--- config.mk ---
export PLATFORM = sky130hd
export DESIGN_NAME = dcache_meta_write_port
export DESIGN_NICKNAME = d
export VERILOG_FILES = /design/src/rtl/dcache_meta_pkg.sv /design/src/rtl/meta_write_fifo.sv /design/src/rtl/dcache_meta_write_port.sv
export SDC_FILE = /design/constraint.sdc
export NUM_CORES = 1
export LEC_CHECK = 0
export CORE_MARGIN = 10
export CORE_UTILIZATION = 45
export DETAILED_ROUTE_END_ITERATION = 10
export PLACE_DENSITY = 0.76
export SKIP_CTS_REPAIR_TIMING = 1
export SLEW_MARGIN = 10
export SYNTH_ARGS = -nofsm -noshare
export SYNTH_HDL_FRONTEND = slang
export SYNTH_SLANG_ARGS = --single-unit
export TNS_END_PERCENT = 100
--- constraint.sdc ---
create_clock -name clock -period 2.62 [get_ports clock]
set_input_delay 0.524 -clock clock [delete_from_list [all_inputs] [get_ports clock]]
set_output_delay 0.524 -clock clock [all_outputs]
set_load 0.02 [all_outputs]
--- src/rtl/dcache_meta_pkg.sv ---
// Shared types and sizing for the dcache tag-array write port.
// The FIFO and the issue logic both depend on these.
package dcache_meta_pkg;

    localparam int IDX_W        = 6;
    localparam int WAYS         = 8;
    localparam int TAG_W        = 20;
    localparam int DEPTH        = 2;
    localparam int STARVE_LIMIT = 4;
    localparam int STARVE_CNT_W = $clog2(STARVE_LIMIT + 1);

    typedef struct packed {
        logic [IDX_W-1:0] idx;
        logic [WAYS-1:0]  way_en;
        logic [TAG_W-1:0] tag;
    } meta_write_t;

endpackage

--- src/rtl/meta_write_fifo.sv ---
// Circular buffer of pending tag writes.
// Supports push, pop, tail overwrite and exposes per-entry valid bits.
module meta_write_fifo
    import dcache_meta_pkg::*;
#(
    parameter int N = 2
) (
    input  logic                 clk_i,
    input  logic                 rst_i,
    input  logic                 push_i,
    input  logic                 pop_i,
    input  logic                 ovr_i,
    input  meta_write_t          wdata_i,
    output meta_write_t          head_o,
    output logic [IDX_W-1:0]     tail_idx_o,
    output logic [WAYS-1:0]      tail_way_o,
    output meta_write_t          ent_o [N],
    output logic [N-1:0]         valid_o,
    output logic                 one_o,
    output logic                 empty_o,
    output logic                 full_o
);

    localparam int PTR_W = $clog2(N);
    localparam int CNT_W = $clog2(N + 1);

    meta_write_t        mem_q [N];
    logic [PTR_W-1:0]   head_q, head_d;
    logic [PTR_W-1:0]   tail_q, tail_d;
    logic [PTR_W-1:0]   last;
    logic [CNT_W-1:0]   cnt_q, cnt_d;

    assign last = tail_q - PTR_W'(1);

    always_comb begin
        head_d = head_q;
        tail_d = tail_q;
        cnt_d  = cnt_q;
        if (pop_i)  head_d = head_q + PTR_W'(1);
        if (push_i) tail_d = tail_q + PTR_W'(1);
        cnt_d = cnt_q + CNT_W'(push_i) - CNT_W'(pop_i);
    end

    always_ff @(posedge clk_i) begin
        if (rst_i) begin
            head_q <= '0;
            tail_q <= '0;
            cnt_q  <= '0;
        end else begin
            head_q <= head_d;
            tail_q <= tail_d;
            cnt_q  <= cnt_d;
        end
    end

    // Payload needs no reset: the valid bits gate every use of it.
    always_ff @(posedge clk_i) begin
        if (push_i)
            mem_q[tail_q] <= wdata_i;
        else if (ovr_i)
            mem_q[last].tag <= wdata_i.tag;
    end

    always_comb begin
        logic [PTR_W-1:0] off;
        valid_o = '0;
        for (int i = 0; i < N; i++) begin
            off        = PTR_W'(i) - head_q;
            valid_o[i] = CNT_W'(off) < cnt_q;
            ent_o[i]   = mem_q[i];
        end
    end

    assign head_o     = mem_q[head_q];
    assign tail_idx_o = mem_q[last].idx;
    assign tail_way_o = mem_q[last].way_en;
    assign one_o      = cnt_q == CNT_W'(1);
    assign empty_o    = cnt_q == '0;
    assign full_o     = cnt_q == CNT_W'(N);

endmodule

--- src/rtl/dcache_meta_write_port.sv ---
// Buffers arbitrated tag writes and drains them into the single-ported
// tag array, forcing a write after a bounded run of blocking reads.
module dcache_meta_write_port
    import dcache_meta_pkg::*;
(
    input  logic             clock,
    input  logic             reset,
    input  logic             io_req_valid,
    output logic             io_req_ready,
    input  logic [IDX_W-1:0] io_req_bits_idx,
    input  logic [WAYS-1:0]  io_req_bits_way_en,
    input  logic [TAG_W-1:0] io_req_bits_tag,
    input  logic             io_read_active,
    output logic             io_read_block,
    output logic             io_array_wen,
    output logic [IDX_W-1:0] io_array_idx,
    output logic [WAYS-1:0]  io_array_way_en,
    output logic [TAG_W-1:0] io_array_tag,
    input  logic [IDX_W-1:0] io_probe_idx,
    output logic             io_probe_pending,
    output logic             io_busy
);

    meta_write_t             head, wdata;
    meta_write_t             ent [DEPTH];
    logic [IDX_W-1:0]        tail_idx;
    logic [WAYS-1:0]         tail_way;
    logic [DEPTH-1:0]        valid;
    logic                    one, empty, full;
    logic                    starved, fire, coalesce, push;
    logic [STARVE_CNT_W-1:0] starve_q, starve_d;

    assign wdata = '{idx: io_req_bits_idx,
                     way_en: io_req_bits_way_en,
                     tag: io_req_bits_tag};

    assign starved       = starve_q == STARVE_CNT_W'(STARVE_LIMIT);
    assign io_array_wen  = !reset && !empty && (!io_read_active || starved);
    assign io_read_block = !reset && !empty && io_read_active && starved;
    assign io_req_ready  = !reset && (!full || io_array_wen);
    assign io_busy       = !reset && !empty;

    assign io_array_idx    = io_array_wen ? head.idx    : '0;
    assign io_array_way_en = io_array_wen ? head.way_en : '0;
    assign io_array_tag    = io_array_wen ? head.tag    : '0;

    // A lone entry being written this cycle cannot absorb a new tag.
    assign fire     = io_req_valid && io_req_ready;
    assign coalesce = fire && !empty
                   && tail_idx == io_req_bits_idx
                   && tail_way == io_req_bits_way_en
                   && !(one && io_array_wen);
    assign push     = fire && !coalesce;

    always_comb begin
        starve_d = starve_q;
        if (io_array_wen)
            starve_d = '0;
        else if (!empty && io_read_active && !starved)
            starve_d = starve_q + STARVE_CNT_W'(1);
    end

    always_ff @(posedge clock) begin
        if (reset)
            starve_q <= '0;
        else
            starve_q <= starve_d;
    end

    always_comb begin
        io_probe_pending = 1'b0;
        for (int i = 0; i < DEPTH; i++)
            if (valid[i] && ent[i].idx == io_probe_idx)
                io_probe_pending = 1'b1;
        if (reset)
            io_probe_pending = 1'b0;
    end

    meta_write_fifo #(.N(DEPTH)) u_fifo (
        .clk_i      (clock),
        .rst_i      (reset),
        .push_i     (push),
        .pop_i      (io_array_wen),
        .ovr_i      (coalesce),
        .wdata_i    (wdata),
        .head_o     (head),
        .tail_idx_o (tail_idx),
        .tail_way_o (tail_way),
        .ent_o      (ent),
        .valid_o    (valid),
        .one_o      (one),
        .empty_o    (empty),
        .full_o     (full)
    );

endmodule
After elaboration in Yosys (flattened, before gate mapping)
Memory sizes are Yosys's and may differ from the RTL's. A register that Yosys moved wholly into a read port is not among the register bits.
Cells that the tools add are included.
{"block": "totals", "output_inout_bits": 39, "register_bits": 7, "in_bits": 44, "romBits": 0, "elab_cells": 66, "ram_bits": 68, "latch_bits": 0, "n_memories": 1}
{"block": "classes", "multipliers": 0, "muxes": 16, "shifts": 0, "reduce_logical": 28, "div": 0, "n_bitwise": 0, "n_lt_le_gt_ge": 2, "addsub": 8, "n_eq_ne": 7}
{"name": "u_fifo.mem_q", "depth": 2, "width": 34, "rd": 4, "rd_clocked_by_memory_dff": 1, "wr": 1, "line_no": "meta_write_fifo.sv:27", "source": "meta_write_t mem_q [N];"}
{"cell": "two-way mux 34 bit", "count": 1}
{"cell": "OR reduction 34 bit", "count": 1}
{"cell": "two-way mux 20 bit", "count": 1}
{"cell": "equality test 6 bit", "count": 3}
{"cell": "logical AND 1 bit", "count": 16}
{"cell": "two-way mux 1 bit", "count": 11}
{"cell": "equality test 8 bit", "count": 1}
{"cell": "two-way mux 8 bit", "count": 1}
{"cell": "zero test 1 bit", "count": 7}
{"cell": "two-way mux 6 bit", "count": 1}
{"cell": "less-than comparator 1 x 2 -> 1 bit", "count": 2}
{"cell": "adder 3 x 1 -> 3 bit, second input constant", "count": 1}
{"cell": "equality test 3 bit, second input constant", "count": 1}
{"cell": "adder 1 bit, second input constant", "count": 2}
{"cell": "adder 2 x 1 -> 2 bit", "count": 1}
{"cell": "equality test 2 x 1 -> 1 bit, second input constant", "count": 1}
{"cell": "equality test 2 bit, second input constant", "count": 1}
{"cell": "zero test 2 bit", "count": 1}
{"cell": "logical OR 1 bit", "count": 2}
{"cell": "two-way mux 2 bit", "count": 1}
{"cell": "OR reduction 2 bit", "count": 1}
{"cell": "subtractor 1 bit, first input constant", "count": 2}
{"cell": "subtractor 2 x 1 -> 2 bit", "count": 1}
{"cell": "subtractor 1 bit, second input constant", "count": 1}

Depth between registers and ports, before layout
{"block": "depth", "word_depth": 17, "ltp_mapped": 13, "mapped_depth_nobuf": 12}

Hierarchy
Synthesis repeated with hierarchy kept, for this count alone.
{"block": "unflattened", "cells_unflattened": 256, "area_unflattened_um2": 3831.2}
{"module": "meta_write_fifo", "cells_each": 150, "n_inst": 1, "area_each_um2": 3055.4, "seq_area_each_um2": 2142.1}
{"module": "dcache_meta_write_port", "cells_each": 106, "n_inst": 1, "area_each_um2": 775.7, "seq_area_each_um2": 60.1}

Worst setup path before layout
No wires, ideal clock.
{"block": "synth_timing", "kind": "reg2reg", "startpoint": "register starve_q[0]", "endpoint": "memory u_fifo.mem_q[0][0] (netlist bit) (enable)", "arrival_ns": 2.338, "path_stages_with_launch": 9, "setup_slack_ns": -0.115, "path_buffers": 0, "period_less_slack_ns": 2.735, "path_cell_list": "dfxtp_1 -> inv_1 -> ha_1 -> a21boi_0 -> o21ai_0 -> a211oi_1 -> nand4_1 -> xnor2_1 -> nor2_1"}
{"block": "synth_via", "elab_chain_len": 16, "word_cells_on_any_way": 22, "classes_between": "eq/ne (1); mux (7); reduce/logical (14)"}
{"item": "start: declaration", "line_no": "dcache_meta_write_port.sv:31", "source": "logic [STARVE_CNT_W-1:0] starve_q, starve_d;"}
{"item": "start signal: assignment", "line_no": "dcache_meta_write_port.sv:67", "source": "starve_q <= starve_d;"}
{"item": "equality test 3 bit (*)", "line_no": "dcache_meta_write_port.sv:37", "source": "assign starved = starve_q == STARVE_CNT_W'(STARVE_LIMIT);"}
{"item": "logical OR 1 bit (*)", "line_no": "dcache_meta_write_port.sv:38", "source": "assign io_array_wen = !reset && !empty && (!io_read_active || starved);"}
{"item": "logical AND 1 bit (*)", "line_no": "dcache_meta_write_port.sv:38"}
{"item": "logical OR 1 bit", "line_no": "dcache_meta_write_port.sv:40", "source": "assign io_req_ready = !reset && (!full || io_array_wen);"}
{"item": "logical AND 1 bit", "line_no": "dcache_meta_write_port.sv:40"}
{"item": "logical AND 1 bit", "line_no": "dcache_meta_write_port.sv:48", "source": "assign fire = io_req_valid && io_req_ready;"}
{"item": "logical AND 1 bit", "line_no": "dcache_meta_write_port.sv:49", "source": "assign coalesce = fire && !empty"}
{"item": "logical AND 1 bit", "line_no": "dcache_meta_write_port.sv:50", "source": "&& tail_idx == io_req_bits_idx"}
{"item": "logical AND 1 bit", "line_no": "dcache_meta_write_port.sv:51", "source": "&& tail_way == io_req_bits_way_en"}
{"item": "logical AND 1 bit", "line_no": "dcache_meta_write_port.sv:52", "source": "&& !(one && io_array_wen);"}
{"item": "zero test 1 bit", "line_no": "dcache_meta_write_port.sv:53", "source": "assign push = fire && !coalesce;"}
{"item": "logical AND 1 bit", "line_no": "dcache_meta_write_port.sv:53"}
{"item": "two-way mux 1 bit", "line_no": "meta_write_fifo.sv:58", "source": "if (push_i)"}
{"item": "two-way mux 1 bit (not written as such)", "line_no": "meta_write_fifo.sv:61", "source": "mem_q[last].tag <= wdata_i.tag;"}
{"item": "OR reduction 34 bit (no line)"}
{"item": "two-way mux 1 bit (no line) or two-way mux 2 bit (tied branches)"}
{"item": "end: declaration", "line_no": "meta_write_fifo.sv:27"}
Mark *: on every way between the ends. The rest lies on a longest branch, timed or not.

Worst setup path after layout
{"block": "layout_timing", "startpoint": "input port io_probe_idx[0]", "endpoint": "output port io_probe_pending"}
{"block": "layout_via", "elab_chain_len": 5, "word_cells_on_any_way": 7, "classes_between": "eq/ne (2); mux (3); reduce/logical (2)"}
{"item": "start: declaration", "line_no": "dcache_meta_write_port.sv:19", "source": "input logic [IDX_W-1:0] io_probe_idx,"}
{"item": "equality test 6 bit", "line_no": "dcache_meta_write_port.sv:73", "source": "if (valid[i] && ent[i].idx == io_probe_idx)"}
{"item": "logical AND 1 bit", "line_no": "dcache_meta_write_port.sv:73"}
{"item": "two-way mux 1 bit", "line_no": "dcache_meta_write_port.sv:73"}
{"item": "two-way mux 1 bit (*)", "line_no": "dcache_meta_write_port.sv:73"}
{"item": "two-way mux 1 bit (*)", "line_no": "dcache_meta_write_port.sv:75", "source": "if (reset)"}
{"item": "end: declaration", "line_no": "dcache_meta_write_port.sv:20", "source": "output logic io_probe_pending,"}
Marks and branches as above.

==> reports/results.tsv <==
metric	value	unit
start_util	46.94	%
cts_buffer_depth	2	
status	finished clean	
drc	0	
diodes	0	
powerDensity	619.0	nW/um2
clock-skew-final	9.417	ps
clk_pin_slew	70	ps
drt-vias-per-instance	5.004	
drive_gt1_share	15.16	%
rr_worst_depth	9	
syn_avg_cell_area	13.55	um2
grt_pass1_vias	2586	
areaGrowthSynthToFinish	46.33	%
ant_nets	0	
drt_iter0_drc	66	
p_leak	2.411	nW
dp_hpwl	6.146	mm
synth_flop_cell	edfxtp_1	
cts_made_buffers	9	
fin_cells	475	
post_drt_wl_per_cell	17.58	um
setup_slack	153.5	ps
final-hold-violation-count	0	
mappedNetlistArea	3441	um2
synth_top_area_cell	edfxtp_1	
grt_pass1_wl	13.44	mm
hold_path_class	flip-flop to flip-flop	
crit_arrival	1940	ps
synth_seq_cells	76	
rr_endpoint	u_fifo.mem_q[1][10]	
vias	2377	
slew_viol_final	0	
crit_type	input port to output port	
critPathLaunchType	input port	
worstPathMaxFanout	2	
fin_crit_sh	94.14	%
worstMarginPinSlew	331.0	ps
worstPathRequired	2100	ps
endpoint_kind	output port	
maxCapViolCount	0	
clk_latency	340	ps
wirelength	8.349	mm
synth_cell_type_count	27	
holdWs	547.4	ps
place_congestion	0.8129	
setup_viol	0	
slew_headroom	77.94	%
yosysMostFrequentCell	edfxtp_1	
rows	31	
dp_cells	459	
numClockSinks	76	
holdPathStages	2	
die-area	11540	um2
die_x	107.4	um
synthCells	254	
synthTopCellsByCount	edfxtp_1, mux2i_1, nor2_1	
synth_area_leaders	edfxtp_1, mux2i_1, xnor2_1	
synth-edff-count	68	
tns	0	ps
yosysWarnings	0	
hp-start	starve_q[1]	
nets	419	
yosysSeqAreaShare	64.00	%
r2r-start	starve_q[0]	
synth_top_area_share	59.35	%
track_usage	14.78	%
port_buffers	82	
ios	83	
synth_nets	302	
dr.pass1.iters	4	
holdPathEnd	starve_q[1]	
vdd_drop_max	0.0004937	V
grt_max_degree	22	
cts_tree	done	
async_flop_share	0	%
core-area	7331	um2
die_h	107.4	um
fmax	405.4	MHz
h-tree-depth	3	
layout_min_cycle_time	2466	ps
grt-ovfl-total	0	
antenna_found_initial	0	
pre_cts_slack	-464.3	ps
cts_root_buffer	clkbuf_8	
r2r_slack	210	ps
==> routing by layer <==
layer	global-route usage, %	up-vias	part of all wire (%)
li1	-	1148	-
met1	17.27	1138	42
met2	23.65	80	48
met3	6.587	11	8.2
met4	5.153	0	1.3
met5	0	-	0
==> power by group <==
part | switching, mW | internal [mW]
clock network | 0.422 | 0.629
logic | 0.304 | 0.319
registers | 0.0452 | 1.40
total | 0.772 | 2.34
==> logic make-up (layout without fill, tap and decap cells) <==
| family | count (synthesis) | after routing | synth area share [%] |
|---|---|---|---|
| muxes | 49 | 49 | 14.25 |
| and+or+nand+nor | 66 | 66 | 8.437 |
| buffers and inverters | 18 | 140 | 2.400 |
| DFF | 76 | 76 | 64.00 |
| AOI/OAI and AO/OA | 11 | 11 | 1.818 |
| adders and majority gates | 4 | 4 | 1.455 |
| xor gates and xnor gates | 30 | 30 | 7.636 |
==> final cells by class <==
cell class / instances / area, um2
fill: 533 / 2296
sequential: 76 / 2203
timing repair buffer: 116 / 1259
multi-input combinational: 160 / 1180
clock buffer: 9 / 123.9
tap: 99 / 123.9
clock inverter: 7 / 115.1
inverter: 8 / 30.03
==> worst max path at each step <==
stage / start / to / slack, ps / cells after the start
2_1_floorplan: u_fifo.cnt_q[1] / u_fifo.cnt_q[1] / 140 / 11
3_3_place_gp: io_probe_idx[1] / io_probe_pending / -420 / 6
3_5_place_dp: io_probe_idx[1] / io_probe_pending / -460 / 6
4_1_cts: io_probe_idx[1] / io_probe_pending / -470 / 6
5_1_grt: starve_q[0] / u_fifo.cnt_q[1] / -10 / 12
6_report: io_probe_idx[0] / io_probe_pending / 150 / 5
==> layout by cell type, fill, tap and decap left out <==
cell / netlist / routed
clkinv_2: 0 / 2
clkbuf_8: 0 / 9
edfxtp_1: 68 / 68
or4_4: 0 / 1
nor2_2: 0 / 1
dlymetal6s2s_1: 0 / 41
nor2b_1: 1 / 1
xnor2_2: 0 / 1
nor4_1: 4 / 3
clkinvlp_4: 0 / 2
xor2_1: 8 / 8
ha_1: 4 / 4
dfxtp_1: 8 / 7
clkdlybuf4s50_1: 0 / 40
nand2_1: 5 / 5
o22ai_1: 1 / 1
and2b_1: 1 / 1
a31oi_1: 1 / 1
nor2_1: 46 / 45
buf_12: 0 / 6
a211oi_1: 1 / 1
mux2i_1: 49 / 49
buf_8: 0 / 1
a21oi_2: 0 / 1
buf_4: 0 / 28
nand2b_1: 1 / 1
a21oi_1: 5 / 4
nand3_1: 1 / 1
nor3_1: 1 / 1
a21boi_0: 1 / 1
nand4_1: 3 / 3
bufinv_16: 0 / 3
nor4_2: 0 / 1
xnor2_1: 22 / 21
inv_1: 8 / 8
nor4b_1: 2 / 2
dfxtp_2: 0 / 1
o21ai_0: 2 / 2
==> worst max-delay path, stage by stage <==
cell and delay (ps):
clkdlybuf4s50_1 450, xor2_1 160, or4_4 540, a21oi_2 130
buf_4 150
==> sequential cells by signal, indices dropped and copies added, names as in the netlist, named ones only <==
register       cells
u_fifo.mem_q      68
starve_q           3
u_fifo.head_q      1
u_fifo.tail_q      1
u_fifo.cnt_q       2
==> metrics by stage <==
step / utilization [%] / power, mW / area [um2]
2_1_floorplan: - / 1.785 / 3443
3_3_place_gp: 63.66 / 2.081 / 4667
3_5_place_dp: 63.66 / 2.097 / 4667
4_1_cts: 66.92 / 3.149 / 4906
5_1_grt: 68.68 / 3.265 / 5035
6_report: 68.68 / 3.116 / 5035
Note: power is estimated with default switching activity, not from simulation.
